File: src/rtl/cpu_sequencer.sv
// cpu_sequencer: multi-cycle control sequencer for a small accumulator CPU.
// Walks FETCH -> LOAD -> DECODE -> EXEC per instruction, decodes the
// opcode into datapath controls, and counts retired instructions.
// Optional feature: define CPU_SEQ_SINGLE_STEP_EN to add the step input and a
// STEP_WAIT state that pauses after every executed instruction.
module cpu_sequencer #(
    parameter int unsigned CNT_W = 16
) (
    input  logic             clk,
    input  logic             clb,
    input  logic [3:0]       opcode,
    input  logic             z,
    input  logic             c,
`ifdef CPU_SEQ_SINGLE_STEP_EN
    input  logic             step,
`endif
    output logic             LoadIR,
    output logic             IncPC,
    output logic             LoadPC,
    output logic             SelPC,
    output logic             LoadAcc,
    output logic             LoadReg,
    output logic [1:0]       SelAcc,
    output logic [3:0]       SelALU,
    output logic [2:0]       cycle_status,
    output logic [CNT_W-1:0] instr_cnt
);

    typedef enum logic [2:0] {
        StFetch    = 3'd0,
        StLoad     = 3'd1,
        StDecode   = 3'd2,
        StExec     = 3'd3,
`ifdef CPU_SEQ_SINGLE_STEP_EN
        StHalt     = 3'd4,
        StStepWait = 3'd5
`else
        StHalt     = 3'd4
`endif
    } state_e;

    state_e           state_q, state_d;
    logic [CNT_W-1:0] cnt_q, cnt_d;

    // State and retired-instruction counter, synchronous active-low reset.
    always_ff @(posedge clk) begin
        if (!clb) begin
            state_q <= StFetch;
            cnt_q   <= '0;
        end else begin
            state_q <= state_d;
            cnt_q   <= cnt_d;
        end
    end

    // Next-state sequencing; HLT parks in StHalt until reset.
    always_comb begin
        state_d = state_q;
        unique case (state_q)
            StFetch:  state_d = StLoad;
            StLoad:   state_d = StDecode;
            StDecode: state_d = StExec;
            StExec: begin
                if (opcode == 4'hF) begin
                    state_d = StHalt;
                end else begin
`ifdef CPU_SEQ_SINGLE_STEP_EN
                    state_d = StStepWait;
`else
                    state_d = StFetch;
`endif
                end
            end
            StHalt:   state_d = StHalt;
`ifdef CPU_SEQ_SINGLE_STEP_EN
            StStepWait: begin
                if (step) begin
                    state_d = StFetch;
                end
            end
`endif
            default:  state_d = StFetch;
        endcase
    end

    // Every EXEC cycle retires one instruction, HLT included; wraps naturally.
    always_comb begin
        cnt_d = cnt_q;
        if (state_q == StExec) begin
            cnt_d = cnt_q + {{(CNT_W-1){1'b0}}, 1'b1};
        end
    end

    // Control decode from state and opcode; all controls gated off while clb is low.
    always_comb begin
        LoadIR  = 1'b0;
        IncPC   = 1'b0;
        LoadPC  = 1'b0;
        SelPC   = 1'b0;
        LoadAcc = 1'b0;
        LoadReg = 1'b0;
        SelAcc  = 2'b00;
        SelALU  = 4'h0;
        if (clb) begin
            unique case (state_q)
                StLoad:   LoadIR = 1'b1;
                StDecode: IncPC  = 1'b1;
                StExec: begin
                    unique case (opcode)
                        4'h1, 4'h2, 4'h3, 4'h4, 4'h5, 4'h6, 4'h7, 4'h8: begin
                            LoadAcc = 1'b1;
                            SelAcc  = 2'b00;
                            SelALU  = opcode;
                        end
                        4'h9: begin
                            LoadAcc = 1'b1;
                            SelAcc  = 2'b01;
                        end
                        4'hA: begin
                            LoadAcc = 1'b1;
                            SelAcc  = 2'b10;
                        end
                        4'hB: LoadReg = 1'b1;
                        4'hC: LoadPC  = 1'b1;
                        4'hD: begin
                            LoadPC = z;
                            SelPC  = z;
                        end
                        4'hE: begin
                            LoadPC = c;
                            SelPC  = c;
                        end
                        default: ;  // NOP and HLT drive nothing
                    endcase
                end
                default: ;  // FETCH, HALT, STEP_WAIT drive nothing
            endcase
        end
    end

    assign cycle_status = state_q;
    assign instr_cnt    = cnt_q;

endmodule

File: config.mk
export PLATFORM = sky130hd
export DESIGN_NAME = cpu_sequencer
export DESIGN_NICKNAME = d
export VERILOG_FILES = /design/src/rtl/cpu_sequencer.sv
export SDC_FILE = /design/constraint.sdc
export NUM_CORES = 1
export LEC_CHECK = 0
export CAP_MARGIN = 20
export CORE_UTILIZATION = 38
export DETAILED_ROUTE_END_ITERATION = 10
export PLACE_DENSITY_LB_ADDON = 0.2
export SLEW_MARGIN = 20
export SYNTH_ARGS = -nofsm -noshare
export SYNTH_HDL_FRONTEND = slang
export SYNTH_SLANG_ARGS = --single-unit
File: constraint.sdc
create_clock -name clk -period 1.5 [get_ports clk]
set_clock_uncertainty 0.1 [all_clocks]
set_input_delay 0.225 -clock clk [delete_from_list [all_inputs] [get_ports clk]]
set_output_delay 0.225 -clock clk [all_outputs]
set_load 0.02 [all_outputs]
==> results.sh, run 1 <==
export IMPL_ant_nets=0
export IMPL_place_area_um2=1702
export IMPL_fin_crit_ns=1.766
export IMPL_grt_max_degree=12
export IMPL_drv_cap=0
export IMPL_drt_iter0_drc=29
export IMPL_hold_violations=0
export IMPL_clock_root_buffer="clkbuf_4"
export IMPL_holdPathEnd="cycle_status[0]$_SDFF_PN0_"
export IMPL_slew_headroom=0.8054
export IMPL_num_vias=1153
export IMPL_avgSynthCellArea_um2=8.164
export IMPL_outcome="finished with violations"
export IMPL_cp_arrival_ns=1.44
export IMPL_fin_ws_ns=-0.2664
export IMPL_fillCellCount=210
export IMPL_endpoint_kind="primary output"
export IMPL_ff_latch_area_um2=410.4
export IMPL_cts_buffers=3
export IMPL_ys_ff_latch=19
export IMPL_reg2reg_to="instr_cnt[14]$_SDFFE_PN0N_"
export IMPL_clk_path_buf_depth=2
export IMPL_dp_hpwl_mm=2.227
export IMPL_fp_row_count=18
export IMPL_min_path_type="primary input to flop"
export IMPL_cts_sinks=19
export IMPL_synth_warnings=0
export IMPL_syn_to_final_growth_pct=87.06
export IMPL_final_cells=222
export IMPL_ys_seq_area_frac=0.3819
export IMPL_power_density_nw_per_um2=490.7
export IMPL_wl_mm=2.993
export IMPL_path_max_fanout=4
export IMPL_syn_cell_area_um2=996.0
export IMPL_critPathLaunchType="flop"
export IMPL_fin_nets=202
export IMPL_first_pass_iters=4
export IMPL_drc=0
export IMPL_h_tree_depth=1
export IMPL_die_w_um=53.20
export IMPL_vias_per_cell=5.194
export IMPL_setup_viol=22
export IMPL_globalRouteTotalUtil=0.2271
export IMPL_leakage_nw=0.8185
export IMPL_reg2reg_slack_ns=-0.21
export IMPL_worst_slew_pin_slew_ns=0.2919
export IMPL_peakVddDrop_v=0.0003774
export IMPL_start_util=0.4020
export IMPL_violations="setup timing"
export IMPL_min_path_cells=4
export IMPL_max_freq_mhz=566.1
export IMPL_ys_flop_type="dfxtp_1"
export IMPL_fin_crit_sh=1.178
export IMPL_io_buffers=38
export IMPL_cp_required_ns=1.17
export IMPL_grt_overflow=0
export IMPL_grt_pass1_wl_mm=4.726
export IMPL_layout_drive_gt1_share=0.4844
export IMPL_cts_tree="built"
export IMPL_dpl_cell_count=214
export IMPL_wl_per_cell_um=13.48
export IMPL_clk_pin_slew_ns=0.11
export IMPL_synth_cell_types=33
export IMPL_reg2reg_depth=5
export IMPL_synth_edf_count=0
export IMPL_grt_pass1_vias=1117
export IMPL_die_y_um=53.20
export IMPL_p_total_w=0.0009143
export IMPL_fin_area_um2=1863
export IMPL_n_antenna_cell=0
export IMPL_synth_cells=122
export IMPL_multi_input_area_um2=759.5
export IMPL_coreArea_um2=2477
export IMPL_routabilityCongestion=0.7245
export IMPL_antenna_found_initial=0
export IMPL_slew_viol_final=0
export IMPL_synth_async_reset_ratio=0
export IMPL_rsz0062_at_grt="true"
export IMPL_synth_nets=131
export IMPL_dieArea_um2=2830
export IMPL_path_class="flop to primary output"
export IMPL_hold_worst_slack_ns=0.3962
export IMPL_holdCritStartpoint="clb"
export IMPL_insertion_delay_ns=0.29
export IMPL_r2r_start="cycle_status[2]$_SDFF_PN0_"
export IMPL_ios=39
==> critical path: stages, from the launching register on <==
cell      delay [ns]
dfxtp_4         0.36
nand2b_4        0.15
nor2_4          0.09
nand3b_1        0.09
buf_6           0.15
nor3b_4         0.18
buf_6           0.14
==> where the power goes <==
group	leakage, nW	internal, W	switching (W)
Sequential	0.160	0.000501	0.00000515
Combinational	0.640	0.0000727	0.0000751
Clock	0.0177	0.0000990	0.000162
==> logic make-up (layout without fill, tap and decap cells) <==
family / count (synthesis) / in the layout / synth area share
simple gates: 63 / 63 / 0.3681
compound gates: 22 / 22 / 0.1281
flops: 19 / 19 / 0.3819
buf+inv: 9 / 79 / 0.03894
xor+xnor: 8 / 8 / 0.07035
fa+ha+maj: 1 / 1 / 0.01256
==> synth_stat cells, drive strengths merged, types with 2 or more instances <==
cell type | instances | area [µm²]
xor2 | 7 | 61.31
clkbuf | 3 | 11.26
or4 | 4 | 30.03
nand4 | 6 | 52.55
o21ai | 4 | 20.02
buf | 2 | 12.51
nand3 | 5 | 30.03
nor3b | 2 | 15.01
nor2 | 17 | 63.81
a21oi | 12 | 60.06
and2 | 5 | 32.53
nand2 | 8 | 30.03
nand2b | 5 | 31.28
dfxtp | 19 | 380.4
or3 | 3 | 20.02
o31ai | 4 | 30.03
nor3 | 2 | 10.01
inv | 4 | 15.01
==> flip-flops by register name, indices dropped and copies added (netlist names) <==
register,count
instr_cnt,16
cycle_status,3
==> timing repair <==
item	in CTS	in global routing
gates resized for setup	104	17
pin swaps	10	8
setup buffers	3	1
setup endpoints to repair	43	26
hold buffers	0	0
==> layout by cell type (no fill, tap or decap), types with 2 or more instances in the layout <==
| master | netlist | final |
|---|---|---|
| a21oi_1 | 12 | 6 |
| a21oi_2 | 0 | 6 |
| and2_1 | 4 | 4 |
| buf_4 | 1 | 34 |
| buf_6 | 0 | 11 |
| clkbuf_4 | 0 | 3 |
| clkdlybuf4s50_1 | 0 | 4 |
| dfxtp_1 | 19 | 9 |
| dfxtp_2 | 0 | 3 |
| dfxtp_4 | 0 | 7 |
| dlygate4sd2_1 | 0 | 21 |
| inv_1 | 4 | 4 |
| nand2_1 | 8 | 7 |
| nand2b_1 | 5 | 2 |
| nand2b_4 | 0 | 3 |
| nand3_1 | 4 | 2 |
| nand3_4 | 0 | 3 |
| nand4_1 | 5 | 5 |
| nor2_1 | 17 | 14 |
| nor2_4 | 0 | 2 |
| nor3b_4 | 0 | 2 |
| o21ai_0 | 4 | 3 |
| o31ai_1 | 4 | 3 |
| or3_4 | 0 | 3 |
| or4_4 | 0 | 3 |
| xor2_1 | 7 | 6 |
==> cell type report <==
type / instances / share of cell area
clock buffer: 3 / 0.01209
clock inverter: 1 / 0.002686
inverter: 4 / 0.008059
multi-input combinational: 94 / 0.4077
sequential: 19 / 0.2203
tap: 30 / 0.02015
timing repair buffer: 71 / 0.3291
==> worst max path at each step <==
stage	startpoint	end	slack, ns	cells after the start
2_1_floorplan	instr_cnt[4]$_SDFFE_PN0N_	instr_cnt[12]$_SDFFE_PN0N_	-0.07	4
3_3_place_gp	clb	SelAcc[0]	-0.78	7
3_5_place_dp	clb	SelALU[1]	-0.79	6
4_1_cts	cycle_status[2]$_SDFF_PN0_	SelAcc[1]	-0.28	6
5_1_grt	cycle_status[2]$_SDFF_PN0_	SelAcc[1]	-0.34	6
6_report	cycle_status[2]$_SDFF_PN0_	SelAcc[1]	-0.27	6
==> through the flow <==
| stage | TNS, ns | util | worst slack, ns |
|---|---|---|---|
| 2_1_floorplan | -0.3701 | - | -0.06666 |
| 3_3_place_gp | -9.393 | 0.6869 | -0.7782 |
| 3_5_place_dp | -10.04 | 0.6869 | -0.7913 |
| 4_1_cts | -3.487 | 0.7237 | -0.2826 |
| 5_1_grt | -5.078 | 0.7520 | -0.3382 |
| 6_report | -3.717 | 0.7520 | -0.2664 |
==> per-layer routing <==
metal  vias up  part of all wire  track usage
li1        573                 -            -
met1       545              0.41       0.2444
met2        31              0.54       0.4536
met3         4             0.037      0.02299
met4         0             0.011      0.06579
met5         -                 0            0
No activity file was read; power rests on OpenSTA's default activity.
==> run 2: changes to the inputs <==
--- a/config.mk
+++ b/config.mk
@@ -6,6 +6,7 @@
 export NUM_CORES = 1
 export LEC_CHECK = 0
 export CAP_MARGIN = 20
+export CORE_MARGIN = 4
 export CORE_UTILIZATION = 38
 export DETAILED_ROUTE_END_ITERATION = 10
 export PLACE_DENSITY_LB_ADDON = 0.2
==> results.sh, run 2 (same netlist as run 1, synthesis figures left out) <==
export IMPL_path_cells="clkdlybuf4s50_1 -> buf_4 -> o41ai_1 -> a21oi_1 -> buf_4"
export IMPL_die_y_um=59.20
export IMPL_wl_mm=3.058
export IMPL_crit_start="opcode[3]"
export IMPL_hold_worst_slack_ns=0.3977
export IMPL_grt_overflow=0
export IMPL_fin_crit_ns=1.808
export IMPL_drt_iter0_drc=16
export IMPL_grt_pass1_wl_mm=5.057
export IMPL_power_density_nw_per_um2=498.7
export IMPL_fin_nets=205
export IMPL_layout_drive_gt1_share=0.4872
export IMPL_use_met1=0.1950
export IMPL_cp_arrival_ns=1.48
export IMPL_grt_pass1_vias=1165
export IMPL_h_tree_depth=1
export IMPL_wl_per_cell_um=13.59
export IMPL_r2r_start="cycle_status[2]$_SDFF_PN0_"
export IMPL_fp_row_count=18
export IMPL_met2_usage=0.3448
export IMPL_dp_worst_setup_slack_ns=-0.7910
export IMPL_p_total_w=0.0009496
export IMPL_leakage_nw=0.8315
export IMPL_violations="setup timing"
export IMPL_die_w_um=59.20
export IMPL_crit_top_cell="buf_4"
export IMPL_max_freq_mhz=553.1
export IMPL_fin_ws_ns=-0.3078
export IMPL_fillCellCount=180
export IMPL_syn_to_final_growth_pct=91.21
export IMPL_globalRouteTotalUtil=0.1842
export IMPL_drv_cap=0
export IMPL_multi_input_area_um2=758.2
export IMPL_coreArea_um2=2477
export IMPL_dieArea_um2=3504
export IMPL_dpl_cell_count=215
export IMPL_slew_headroom=0.7620
export IMPL_slew_viol_final=0
export IMPL_endpoint_kind="primary output"
export IMPL_worst_slew_pin_slew_ns=0.3524
export IMPL_path_class="primary input to primary output"
export IMPL_start_util=0.4020
export IMPL_first_pass_iters=2
export IMPL_cts_buffers=3
export IMPL_groute_layer_met3_usage=0.04139
export IMPL_outcome="finished with violations"
export IMPL_cts_sinks=19
export IMPL_dp_hpwl_mm=2.316
export IMPL_grt_busiest_layer="met2"
export IMPL_critPathLaunchType="primary input"
export IMPL_final_cells=225
export IMPL_setup_viol=23
export IMPL_n_antenna_cell=0
export IMPL_slowest_delay_ns=0.46
export IMPL_cts_tree="built"
export IMPL_fin_crit_sh=1.205
export IMPL_grt_max_degree=12
export IMPL_insertion_delay_ns=0.31
export IMPL_peakVddDrop_v=0.0003843
export IMPL_largest_reg_flops=16
export IMPL_tns_ns=-4.215
export IMPL_path_buf_inv=3
export IMPL_ant_nets=0
export IMPL_ios=39
export IMPL_drc=0
export IMPL_clock_root_buffer="clkbuf_4"
export IMPL_clk_path_buf_depth=2
export IMPL_mostFrequentLayoutCells="buf_4, dlygate4sd2_1, buf_6, nor2_1, dfxtp_1"
export IMPL_ff_latch_area_um2=410.4
export IMPL_io_buffers=38
export IMPL_routabilityCongestion=0.7800
export IMPL_min_path_type="flop to flop"
export IMPL_antenna_found_initial=0
export IMPL_crit_slowest_cell="clkdlybuf4s50_1"
export IMPL_layout_commonest_cell="buf_4"
export IMPL_clk_pin_slew_ns=0.12
export IMPL_vias_per_cell=5.173
export IMPL_rsz0062_at_grt="true"
export IMPL_path_delay_family="buffers and inverters"
export IMPL_num_vias=1164
export IMPL_holdCritStartpoint="instr_cnt[15]$_SDFFE_PN0N_"
export IMPL_hold_violations=0
export IMPL_path_max_fanout=3
export IMPL_cp_required_ns=1.17
==> run 2: repair_timing <==
item,CTS,global route
cloned,0,0
endpoints found under the setup margin,43,27
pin swaps,11,7
gates resized for setup,106,19
buffers inserted,4,2
hold buffers,0,0
==> run 2: metrics by stage <==
step / area (µm²) / utilization
after global placement: 1709 / 0.6899
after floorplan: 1091 / -
after global routing: 1904 / 0.7687
final: 1904 / 0.7687
after detailed placement: 1709 / 0.6899
after CTS: 1826 / 0.7369
==> run 2: power by group <==
part | total, W | internal, W | switching (W)
logic | 0.000171 | 0.0000882 | 0.0000828
registers | 0.000506 | 0.000501 | 0.00000580
clock network | 0.000272 | 0.0000997 | 0.000172
==> run 2: final cells by class <==
type	count	share of cell area
clock buffers	3	0.01183
clock inverters	1	0.002628
inverters	4	0.007884
multi-input cells	94	0.3982
flip-flops and latches	19	0.2155
well taps	30	0.01971
repair buffers	74	0.3443
==> run 2: tightest hold or removal path: cells and delay by family, from the launching register on <==
family / cells / cell delay, ns
AOI/OAI and AO/OA: 2 / 0.12
DFF: 1 / 0.34
==> run 2: routing by layer <==
layer,routed length [µm],up-vias
li1,-,579
met1,1171,549
met2,1668,29
met3,159,7
met4,59,0
met5,0,-
==> run 2: path summary, 6_finish.rpt <==
kind / endpoint / depth (start not counted) / slack, ns
max: LoadAcc / 5 / -0.31
min: instr_cnt[15]$_SDFFE_PN0N_ / 2 / 0.40
max reg2reg: instr_cnt[13]$_SDFFE_PN0N_ / 5 / -0.23
min reg2reg: instr_cnt[15]$_SDFFE_PN0N_ / 2 / 0.40
==> run 3: changes to the inputs <==
--- a/config.mk
+++ b/config.mk
@@ -10,6 +10,7 @@
 export CORE_UTILIZATION = 38
 export DETAILED_ROUTE_END_ITERATION = 10
 export PLACE_DENSITY_LB_ADDON = 0.2
+export SETUP_SLACK_MARGIN = 0.5
 export SLEW_MARGIN = 20
 export SYNTH_ARGS = -nofsm -noshare
 export SYNTH_HDL_FRONTEND = slang
==> results.sh, run 3 (same netlist as run 1, synthesis figures left out) <==
export IMPL_outcome="finished with violations"
export IMPL_violations="setup timing"
export IMPL_hold_worst_slack_ns=0.4338
export IMPL_seqPwrFrac=0.518
export IMPL_vias_per_cell=5.277
export IMPL_p_clk_frac=0.272
export IMPL_reg2reg_to="instr_cnt[13]$_SDFFE_PN0N_"
export IMPL_fp_row_count=18
export IMPL_path_buf_inv=2
export IMPL_routabilityCongestion=0.8595
export IMPL_peakVddDrop_v=0.0004927
export IMPL_cp_required_ns=1.17
export IMPL_clk_pin_slew_ns=0.11
export IMPL_reg2reg_slack_ns=-0.33
export IMPL_wl_mm=3.968
export IMPL_switchingPower_w=0.0002648
export IMPL_critPathLaunchType="flop"
export IMPL_hold_violations=0
export IMPL_path_class="flop to primary output"
export IMPL_dp_hpwl_mm=2.309
export IMPL_start_util=0.4020
export IMPL_drc=0
export IMPL_coreArea_um2=2477
export IMPL_die_w_um=59.20
export IMPL_leakage_nw=0.9033
export IMPL_p_int_w=0.0006874
export IMPL_cts_hold_buf=0
export IMPL_groute_layer_met3_usage=0.05229
export IMPL_drv_cap=0
export IMPL_multi_input_area_um2=855.8
export IMPL_drt_iter0_drc=31
export IMPL_dpl_cell_count=214
export IMPL_r2r_start="cycle_status[2]$_SDFF_PN0_"
export IMPL_ant_nets=0
export IMPL_reg2reg_depth=6
export IMPL_rsz0062_at_grt="true"
export IMPL_grt_pass1_wl_mm=5.837
export IMPL_clk_path_buf_depth=2
export IMPL_slowest_delay_ns=0.36
export IMPL_n_antenna_cell=0
export IMPL_holdPathEnd="instr_cnt[12]$_SDFFE_PN0N_"
export IMPL_min_path_type="flop to flop"
export IMPL_layout_drive_gt1_share=0.7317
export IMPL_num_vias=1240
export IMPL_die_y_um=59.20
export IMPL_first_pass_iters=6
export IMPL_largest_reg_flops=16
export IMPL_post_route_util=0.8939
export IMPL_fillCellCount=117
export IMPL_max_freq_mhz=533.0
export IMPL_ff_latch_area_um2=444.2
export IMPL_cts_tree="built"
export IMPL_fin_crit_ns=1.876
export IMPL_cp_arrival_ns=1.55
export IMPL_grt_pass1_vias=1250
export IMPL_path_cells="nand2b_4 -> nor2_4 -> nand3b_1 -> buf_6 -> nor3b_4 -> buf_6"
export IMPL_setup_viol=24
export IMPL_fin_ws_ns=-0.3760
export IMPL_fin_nets=215
export IMPL_grt_busiest_layer="met2"
export IMPL_h_tree_depth=1
export IMPL_slew_viol_final=0
export IMPL_crit_top_cell="buf_6"
export IMPL_ios=39
export IMPL_grt_max_degree=17
export IMPL_power_density_nw_per_um2=430.0
export IMPL_fin_crit_sh=1.251
export IMPL_wl_per_cell_um=16.89
export IMPL_path_max_fanout=4
export IMPL_min_path_cells=2
export IMPL_worst_slew_pin_slew_ns=0.3986
export IMPL_cts_sinks=19
export IMPL_holdCritStartpoint="instr_cnt[12]$_SDFFE_PN0N_"
export IMPL_met2_usage=0.4228
export IMPL_clock_root_buffer="clkbuf_4"
export IMPL_grt_overflow=0
export IMPL_use_met1=0.2188
export IMPL_cts_buffers=3
export IMPL_layout_commonest_cell="buf_6"
export IMPL_io_buffers=38
export IMPL_dp_worst_setup_slack_ns=-0.8087
export IMPL_dieArea_um2=3504
export IMPL_insertion_delay_ns=0.29
export IMPL_syn_to_final_growth_pct=122.4
export IMPL_p_comb_frac=0.210
export IMPL_mostFrequentLayoutCells="buf_6, buf_4, dfxtp_4, nor2_1, a21oi_2"
export IMPL_antenna_found_initial=0
export IMPL_crit_slowest_cell="dfxtp_4"
export IMPL_p_sw_frac=0.2781
export IMPL_slew_headroom=0.7343
export IMPL_endpoint_kind="primary output"
export IMPL_final_cells=235
export IMPL_path_delay_family="simple AND/OR/NAND/NOR gates"
export IMPL_globalRouteTotalUtil=0.2192
run 3: cell type report:
type | count | area share
multi-input cells | 94 | 0.3864
repair buffers | 84 | 0.3774
flip-flops and latches | 19 | 0.2006
well taps | 30 | 0.01695
clock buffers | 4 | 0.01186
inverters | 4 | 0.006780
run 3: how the worst max path moves through the flow:
stage	end	slack [ns]	from	depth (start not counted)
final	SelAcc[1]	-0.38	cycle_status[2]$_SDFF_PN0_	6
after global routing	SelAcc[1]	-0.45	cycle_status[2]$_SDFF_PN0_	6
after CTS	SelAcc[0]	-0.32	cycle_status[2]$_SDFF_PN0_	6
after detailed placement	SelAcc[0]	-0.81	clb	7
after global placement	SelAcc[0]	-0.79	clb	7
after floorplan	instr_cnt[12]$_SDFFE_PN0N_	-0.07	instr_cnt[4]$_SDFFE_PN0N_	4
run 3: tightest hold or removal path, stage by stage, from the launching register on:
cell and delay [ns]:
dfxtp_4 0.39, o31ai_2 0.07, a21oi_2 0.05
run 3: power by group through the flow:
stage	combinational (W)	clock [W]	sequential, W
floorplan	0.0000562	0	0.000528
global placement	0.000146	0	0.000518
detailed placement	0.000151	0	0.000518
CTS	0.000178	0.000271	0.000495
global route	0.000212	0.000295	0.000494
finish	0.000200	0.000259	0.000493
run 3: what timing repair did:
action / 4_1_cts / 5_1_grt
endpoints found under the hold margin: 0 / 0
pin swaps: 18 / 15
endpoints found under the setup margin: 48 / 49
buffers inserted: 11 / 6
cloned: 0 / 0
resized for setup: 230 / 31
run 3: per-layer routing:
metal,wire (µm),vias up
li1,-,606
met1,1332,582
met2,2276,40
met3,241,12
met4,119,0
met5,0,-
run 3: metrics by stage:
| stage | area [µm²] | power (W) | TNS [ns] |
|---|---|---|---|
| 3_3_place_gp | 1773 | 0.0006645 | -9.486 |
| 5_1_grt | 2215 | 0.001001 | -7.692 |
| 6_report | 2215 | 0.0009523 | -6.064 |
| 4_1_cts | 2056 | 0.0009437 | -5.037 |
| 3_5_place_dp | 1773 | 0.0006688 | -10.46 |
| 2_1_floorplan | 1154 | 0.0005845 | -0.3827 |
